### config.mk
export PLATFORM = sky130hd
export DESIGN_NAME = mem_arbiter_flat
export DESIGN_NICKNAME = d
export VERILOG_FILES = /design/src/rtl/mem_arbiter_if.sv /design/src/rtl/mem_arbiter.sv /design/src/flat_wrapper.sv
export SDC_FILE = /design/constraint.sdc
export NUM_CORES = 1
export LEC_CHECK = 0
export BUFFER_PORTS_ARGS = -buffer_cell sky130_fd_sc_hd__buf_2
export CORE_AREA = 2 2 106 108
export DETAILED_ROUTE_END_ITERATION = 16
export DIE_AREA = 0 0 108 110
export PLACE_DENSITY = 0.46
export SETUP_SLACK_MARGIN = 0.3
export SYNTH_ARGS = -nofsm -noshare
export SYNTH_HDL_FRONTEND = slang
export SYNTH_SLANG_ARGS = --single-unit
### constraint.sdc
create_clock -name clk -period 2.1 [get_ports clk]
set_clock_uncertainty 0.1 [all_clocks]
set_input_delay 0.315 -clock clk [delete_from_list [all_inputs] [get_ports clk]]
set_output_delay 0.315 -clock clk [all_outputs]
set_load 0.005 [all_outputs]
### src/rtl/mem_arbiter_if.sv
// Bundles the instruction-fetch, load/store and shared-memory handshake signals of the arbiter.
// The slave view belongs to the arbiter; the master view drives requests and models memory.
interface mem_arbiter_if #(
  parameter int ADDR_W = 32,
  parameter int DATA_W = 32
);
  logic              i_req;
  logic [ADDR_W-1:0] i_addr;
  logic              i_rdy;
  logic              i_valid;
  logic [DATA_W-1:0] i_rdata;

  logic              d_req;
  logic              d_we;
  logic [ADDR_W-1:0] d_addr;
  logic [DATA_W-1:0] d_wdata;
  logic              d_rdy;
  logic              d_valid;
  logic [DATA_W-1:0] d_rdata;

  logic              flush;

  logic              mem_req;
  logic              mem_we;
  logic [ADDR_W-1:0] mem_addr;
  logic [DATA_W-1:0] mem_wdata;
  logic              mem_rdy;
  logic              mem_valid;
  logic [DATA_W-1:0] mem_rdata;

  modport slave (
    input  i_req, i_addr, d_req, d_we, d_addr, d_wdata, flush,
           mem_rdy, mem_valid, mem_rdata,
    output i_rdy, i_valid, i_rdata, d_rdy, d_valid, d_rdata,
           mem_req, mem_we, mem_addr, mem_wdata
  );

  modport master (
    output i_req, i_addr, d_req, d_we, d_addr, d_wdata, flush,
           mem_rdy, mem_valid, mem_rdata,
    input  i_rdy, i_valid, i_rdata, d_rdy, d_valid, d_rdata,
           mem_req, mem_we, mem_addr, mem_wdata
  );
endinterface

### src/rtl/mem_arbiter.sv
// Two-port (fetch / load-store) arbiter onto a single memory port with one outstanding
// transaction, alternating priority on contention and discarding flushed fetch responses.
module mem_arbiter #(
  parameter int ADDR_W = 32,
  parameter int DATA_W = 32
) (
  input  logic          clk,
  input  logic          rst,
  mem_arbiter_if.slave  bus
);

  typedef enum logic [1:0] {
    IDLE   = 2'd0,
    WAIT_I = 2'd1,
    WAIT_D = 2'd2
  } state_t;

  localparam logic GRANT_I = 1'b0;

  state_t            state;
  logic              last_grant;
  logic              discard;
  logic              store_q;

  logic              any_req;
  logic              win_d;
  logic              accept;
  logic              done_i;
  logic              done_d;
  logic [ADDR_W-1:0] sel_addr;
  logic [DATA_W-1:0] sel_wdata;

  // Data side wins when it is alone, or when both request and fetch was served last.
  always_comb begin
    any_req   = bus.i_req | bus.d_req;
    win_d     = bus.d_req & (~bus.i_req | (last_grant == GRANT_I));
    accept    = (state == IDLE) & any_req & bus.mem_rdy;
    done_i    = (state == WAIT_I) & bus.mem_valid;
    done_d    = (state == WAIT_D) & bus.mem_valid;
    sel_addr  = win_d ? bus.d_addr : bus.i_addr;
    sel_wdata = (win_d & bus.d_we) ? bus.d_wdata : '0;
  end

  always_ff @(posedge clk or negedge rst) begin
    if (!rst) begin
      state      <= IDLE;
      last_grant <= GRANT_I;
      discard    <= 1'b0;
      store_q    <= 1'b0;
    end else begin
      case (state)
        IDLE: begin
          if (accept) begin
            state      <= win_d ? WAIT_D : WAIT_I;
            last_grant <= win_d;
            store_q    <= win_d & bus.d_we;
            // A redirect in the acceptance cycle already makes this fetch stale.
            discard    <= ~win_d & bus.flush;
          end
        end
        WAIT_I: begin
          if (bus.mem_valid) begin
            state   <= IDLE;
            discard <= 1'b0;
          end else if (bus.flush) begin
            discard <= 1'b1;
          end
        end
        WAIT_D: begin
          if (bus.mem_valid) state <= IDLE;
        end
        default: state <= IDLE;
      endcase
    end
  end

  // Outputs are combinational so acceptance and completion land in the same cycle as memory.
  always_comb begin
    bus.mem_req   = 1'b0;
    bus.mem_we    = 1'b0;
    bus.mem_addr  = '0;
    bus.mem_wdata = '0;
    bus.i_rdy     = 1'b0;
    bus.d_rdy     = 1'b0;
    bus.i_valid   = 1'b0;
    bus.i_rdata   = '0;
    bus.d_valid   = 1'b0;
    bus.d_rdata   = '0;
    if (rst) begin
      bus.mem_req = (state == IDLE) & any_req;
      if (bus.mem_req) begin
        bus.mem_we    = win_d & bus.d_we;
        bus.mem_addr  = sel_addr;
        bus.mem_wdata = sel_wdata;
      end
      bus.i_rdy   = accept & ~win_d;
      bus.d_rdy   = accept & win_d;
      bus.i_valid = done_i & ~discard & ~bus.flush;
      if (bus.i_valid) bus.i_rdata = bus.mem_rdata;
      bus.d_valid = done_d;
      if (done_d & ~store_q) bus.d_rdata = bus.mem_rdata;
    end
  end

endmodule
### src/flat_wrapper.sv
// flat-port wrapper written by rule: the top's interface ports become plain ports
module mem_arbiter_flat 
#(
  parameter int ADDR_W = 32,
  parameter int DATA_W = 32
)
  (clk, rst, bus_i_req, bus_i_addr, bus_d_req, bus_d_we, bus_d_addr, bus_d_wdata, bus_flush, bus_mem_rdy, bus_mem_valid, bus_mem_rdata, bus_i_rdy, bus_i_valid, bus_i_rdata, bus_d_rdy, bus_d_valid, bus_d_rdata, bus_mem_req, bus_mem_we, bus_mem_addr, bus_mem_wdata);
  mem_arbiter_if #(.ADDR_W(ADDR_W), .DATA_W(DATA_W)) bus_i ();
  input  logic clk;
  input  logic rst;
  input wire logic [$bits(bus_i.i_req)-1:0] bus_i_req;
  input wire logic [$bits(bus_i.i_addr)-1:0] bus_i_addr;
  input wire logic [$bits(bus_i.d_req)-1:0] bus_d_req;
  input wire logic [$bits(bus_i.d_we)-1:0] bus_d_we;
  input wire logic [$bits(bus_i.d_addr)-1:0] bus_d_addr;
  input wire logic [$bits(bus_i.d_wdata)-1:0] bus_d_wdata;
  input wire logic [$bits(bus_i.flush)-1:0] bus_flush;
  input wire logic [$bits(bus_i.mem_rdy)-1:0] bus_mem_rdy;
  input wire logic [$bits(bus_i.mem_valid)-1:0] bus_mem_valid;
  input wire logic [$bits(bus_i.mem_rdata)-1:0] bus_mem_rdata;
  output wire logic [$bits(bus_i.i_rdy)-1:0] bus_i_rdy;
  output wire logic [$bits(bus_i.i_valid)-1:0] bus_i_valid;
  output wire logic [$bits(bus_i.i_rdata)-1:0] bus_i_rdata;
  output wire logic [$bits(bus_i.d_rdy)-1:0] bus_d_rdy;
  output wire logic [$bits(bus_i.d_valid)-1:0] bus_d_valid;
  output wire logic [$bits(bus_i.d_rdata)-1:0] bus_d_rdata;
  output wire logic [$bits(bus_i.mem_req)-1:0] bus_mem_req;
  output wire logic [$bits(bus_i.mem_we)-1:0] bus_mem_we;
  output wire logic [$bits(bus_i.mem_addr)-1:0] bus_mem_addr;
  output wire logic [$bits(bus_i.mem_wdata)-1:0] bus_mem_wdata;
  assign bus_i.i_req = bus_i_req;
  assign bus_i.i_addr = bus_i_addr;
  assign bus_i.d_req = bus_d_req;
  assign bus_i.d_we = bus_d_we;
  assign bus_i.d_addr = bus_d_addr;
  assign bus_i.d_wdata = bus_d_wdata;
  assign bus_i.flush = bus_flush;
  assign bus_i.mem_rdy = bus_mem_rdy;
  assign bus_i.mem_valid = bus_mem_valid;
  assign bus_i.mem_rdata = bus_mem_rdata;
  assign bus_i_rdy = bus_i.i_rdy;
  assign bus_i_valid = bus_i.i_valid;
  assign bus_i_rdata = bus_i.i_rdata;
  assign bus_d_rdy = bus_i.d_rdy;
  assign bus_d_valid = bus_i.d_valid;
  assign bus_d_rdata = bus_i.d_rdata;
  assign bus_mem_req = bus_i.mem_req;
  assign bus_mem_we = bus_i.mem_we;
  assign bus_mem_addr = bus_i.mem_addr;
  assign bus_mem_wdata = bus_i.mem_wdata;
  mem_arbiter #(.ADDR_W(ADDR_W), .DATA_W(DATA_W)) u_core (.clk(clk), .rst(rst), .bus(bus_i));
endmodule
==> impl_metrics.env <==
export IMPL_dieHeight_um=110
export IMPL_path_buf_inv=6
export IMPL_final_antenna_net_count=0
export IMPL_fillers=1104
export IMPL_max_freq_mhz=476
export IMPL_ys_top_cells_by_count="and2_1 (96), nand2_1 (67), a21oi_1 (33)"
export IMPL_drive_gt1_share_pct=72.4
export IMPL_vias=2952
export IMPL_vias_per_cell=4.28
export IMPL_setup_tns_ns=0
export IMPL_start_util_pct=14.3
export IMPL_synth_top_cell_area_share_pct=39.3
export IMPL_max_slew_worst_pin_slew_ns=0.313
export IMPL_grt_max_degree=34
export IMPL_yosysMostFrequentCell="and2_1"
export IMPL_path_max_fanout=8
export IMPL_critPathMostFrequentCell="buf_6"
export IMPL_final_max_slew_viol_count=0
export IMPL_clock_power_share_pct=9.6
export IMPL_arrival_ns=1.68
export IMPL_synth_top_cell_by_area="and2_1"
export IMPL_place_congestion=0.801
export IMPL_cellPowerDensity_nw_per_um2=458
export IMPL_grt_usage_pct=14.9
export IMPL_relSlewSlack_pct=78.6
export IMPL_max_cap_violations=0
export IMPL_final_nets=687
export IMPL_rsz0062_at_grt="true"
export IMPL_critPathSlowestCell="dfrtp_1"
export IMPL_pin_count=270
export IMPL_startpoint_type="register"
export IMPL_hpwlAfterDp_um=7180
export IMPL_worstSetupPathType="reg2out"
export IMPL_ys_ff_latch=5
export IMPL_status="completed"
export IMPL_cp_end_kind="output pin"
export IMPL_fin_crit_ns=2.10
export IMPL_ys_flop_type="dfrtp_1"
export IMPL_post_place_ws_ns=-0.122
export IMPL_rows=38
export IMPL_p_int_mw=1.11
export IMPL_cts_buffers=3
export IMPL_min_period_over_period_pct=100
export IMPL_p_sw_share_pct=41.8
export IMPL_synth_edf_count=0
export IMPL_final_util_pct=38.7
export IMPL_p_seq_share_pct=9.8
export IMPL_cts_max_level=1
export IMPL_peakVddDrop_v=0.000239
export IMPL_hold_viol_final=0
export IMPL_synth_net_count=392
export IMPL_post_synth_cell_area_avg_sq_um=6.04
export IMPL_drt_total_wl_um=10600
export IMPL_cp_top_family="buffers and inverters"
export IMPL_placed_cells=649
export IMPL_clk_pin_slew_ns=0.04
export IMPL_comb_power_share_pct=80.6
export IMPL_drc=0
export IMPL_async_flop_share_pct=100
export IMPL_numClockSinks=5
export IMPL_slowest_delay_ns=0.37
export IMPL_portBuffers=269
export IMPL_synth_distinct_cells=29
export IMPL_die_area_sq_um=11900
export IMPL_power_mw=1.90
export IMPL_drt_pass1_iterations=5
export IMPL_ys_top_cells_by_area="and2_1 (39%), nand2_1 (16%), a21oi_1 (11%)"
export IMPL_core_area_sq_um=10700
export IMPL_report_final_setup_viol=0
export IMPL_cellLeakagePower_nw=2.35
export IMPL_synth_seq_area_share_pct=8.19
export IMPL_grt_pass1_wl_um=13700
export IMPL_fp_dieW_um=108
export IMPL_syn_instance_count=253
export IMPL_syn2layout_area_growth_pct=171
export IMPL_design_area_sq_um=4150
export IMPL_clkLatencyLatePin_ns=0.22
export IMPL_initialDrtViolationCount=97
export IMPL_synthesis_area_sq_um=1530
export IMPL_place_area_sq_um=3030
export IMPL_antenna_found_initial=2
export IMPL_ys_warn_count=0
export IMPL_min_path_type="in2reg"
export IMPL_finalNonFillerCells=689
export IMPL_wl_per_cell_um=15.3
export IMPL_p_sw_mw=0.793
export IMPL_crit_required_ns=1.68
export IMPL_cts_buffer_depth=2
export IMPL_grt_overflow=0
export IMPL_path_cells="buf_6 > ha_4 > inv_4 > nor4_4 > buf_4 > buf_6 > buf_6 > and2_1 > buf_2"
export IMPL_hold_slack_ns=0.265
export IMPL_cts_root_buf="clkbuf_8"
export IMPL_first_global_vias=2628
export IMPL_fin_ws_ns=0.000365
export IMPL_tritoncts="done"
==> power by group through the flow <==
stage               clock (mW)  sequential (mW)  combinational, mW
finish                   0.183            0.187               1.53
global route             0.192            0.193               1.66
CTS                      0.187            0.184               1.35
detailed placement           0            0.172               1.04
global placement             0            0.171               1.02
floorplan                    0            0.169              0.552
==> worst register-to-register path, stage by stage, from the launching register on <==
cell,delay [ns]
dfrtp_1,0.36
inv_2,0.06
buf_6,0.12
ha_4,0.17
buf_4,0.16
o211ai_4,0.12
a2111oi_0,0.14
or3b_1,0.39
==> cell families (layout without fill, tap and decap cells) <==
group                      count (synthesis)  after routing  synth area share (%)
AOI/OAI and AO/OA                         43             43                  17.4
adders and majority gates                  3              3                  2.46
buffers and inverters                     25            313                  9.01
DFF                                        5              5                  8.19
other                                      0              2                     0
and+or+nand+nor                          177            183                  63.0
==> path summary, 6_finish.rpt <==
path                                   start                end  slack, ns  cells past startpoint
min reg2reg                u_core.last_grant  u_core.last_grant       0.46                      1
min in group asynchronous                rst     u_core.discard       0.55                      3
min                                 bus_d_we     u_core.store_q       0.27                      2
max                          u_core.state[0]    bus_i_rdata[23]     0.0004                      9
max in group asynchronous                rst    u_core.state[0]       1.16                      3
max reg2reg                  u_core.state[1]     u_core.discard       0.36                      7
==> cell usage in the layout, fill, tap and decap left out, drive strengths merged, types with 2 or more instances in the layout <==
cell      n
clkbuf    5
and2b     4
a21oi    33
and2     96
buf     302
dfrtp     5
inv       5
nand2    67
ha        3
nand3     3
o211ai    3
diode     2
nor2      7
==> state kept, by name (all words and copies together), names as in the netlist <==
| name | flops |
|---|---|
| u_core.state | 2 |
| u_core.discard | 1 |
| u_core.last_grant | 1 |
| u_core.store_q | 1 |
==> repair_timing <==
item	CTS	global route
endpoints found under the setup margin	133	134
hold buffers	1	0
cloned	10	1
resized for setup	69	97
setup buffers	14	8
endpoints found under the hold margin	5	0
pin swaps	52	58
==> layout make-up <==
class                           count  area, sq um  share of cell area (%)
Timing Repair Buffer              304         2210                    53.4
Multi-Input combinational cell    229         1560                    37.6
Tap cell                          140          175                    4.23
Sequential cell                     5          125                    3.02
Clock buffer                        4         45.0                    1.09
Inverter                            5         23.8                   0.573
Antenna cell                        2         5.00                   0.121
==> per-layer routing <==
metal	share of wire, %	routed length (um)	vias to the layer above	GRT usage, %
li1	-	-	1403	-
met1	36	3790	1368	16.1
met2	55	5850	173	29.3
met3	7.9	835	8	3.17
met4	0.81	86	0	3.48
met5	0	0	-	0
Power figures use the tool's default switching activity.
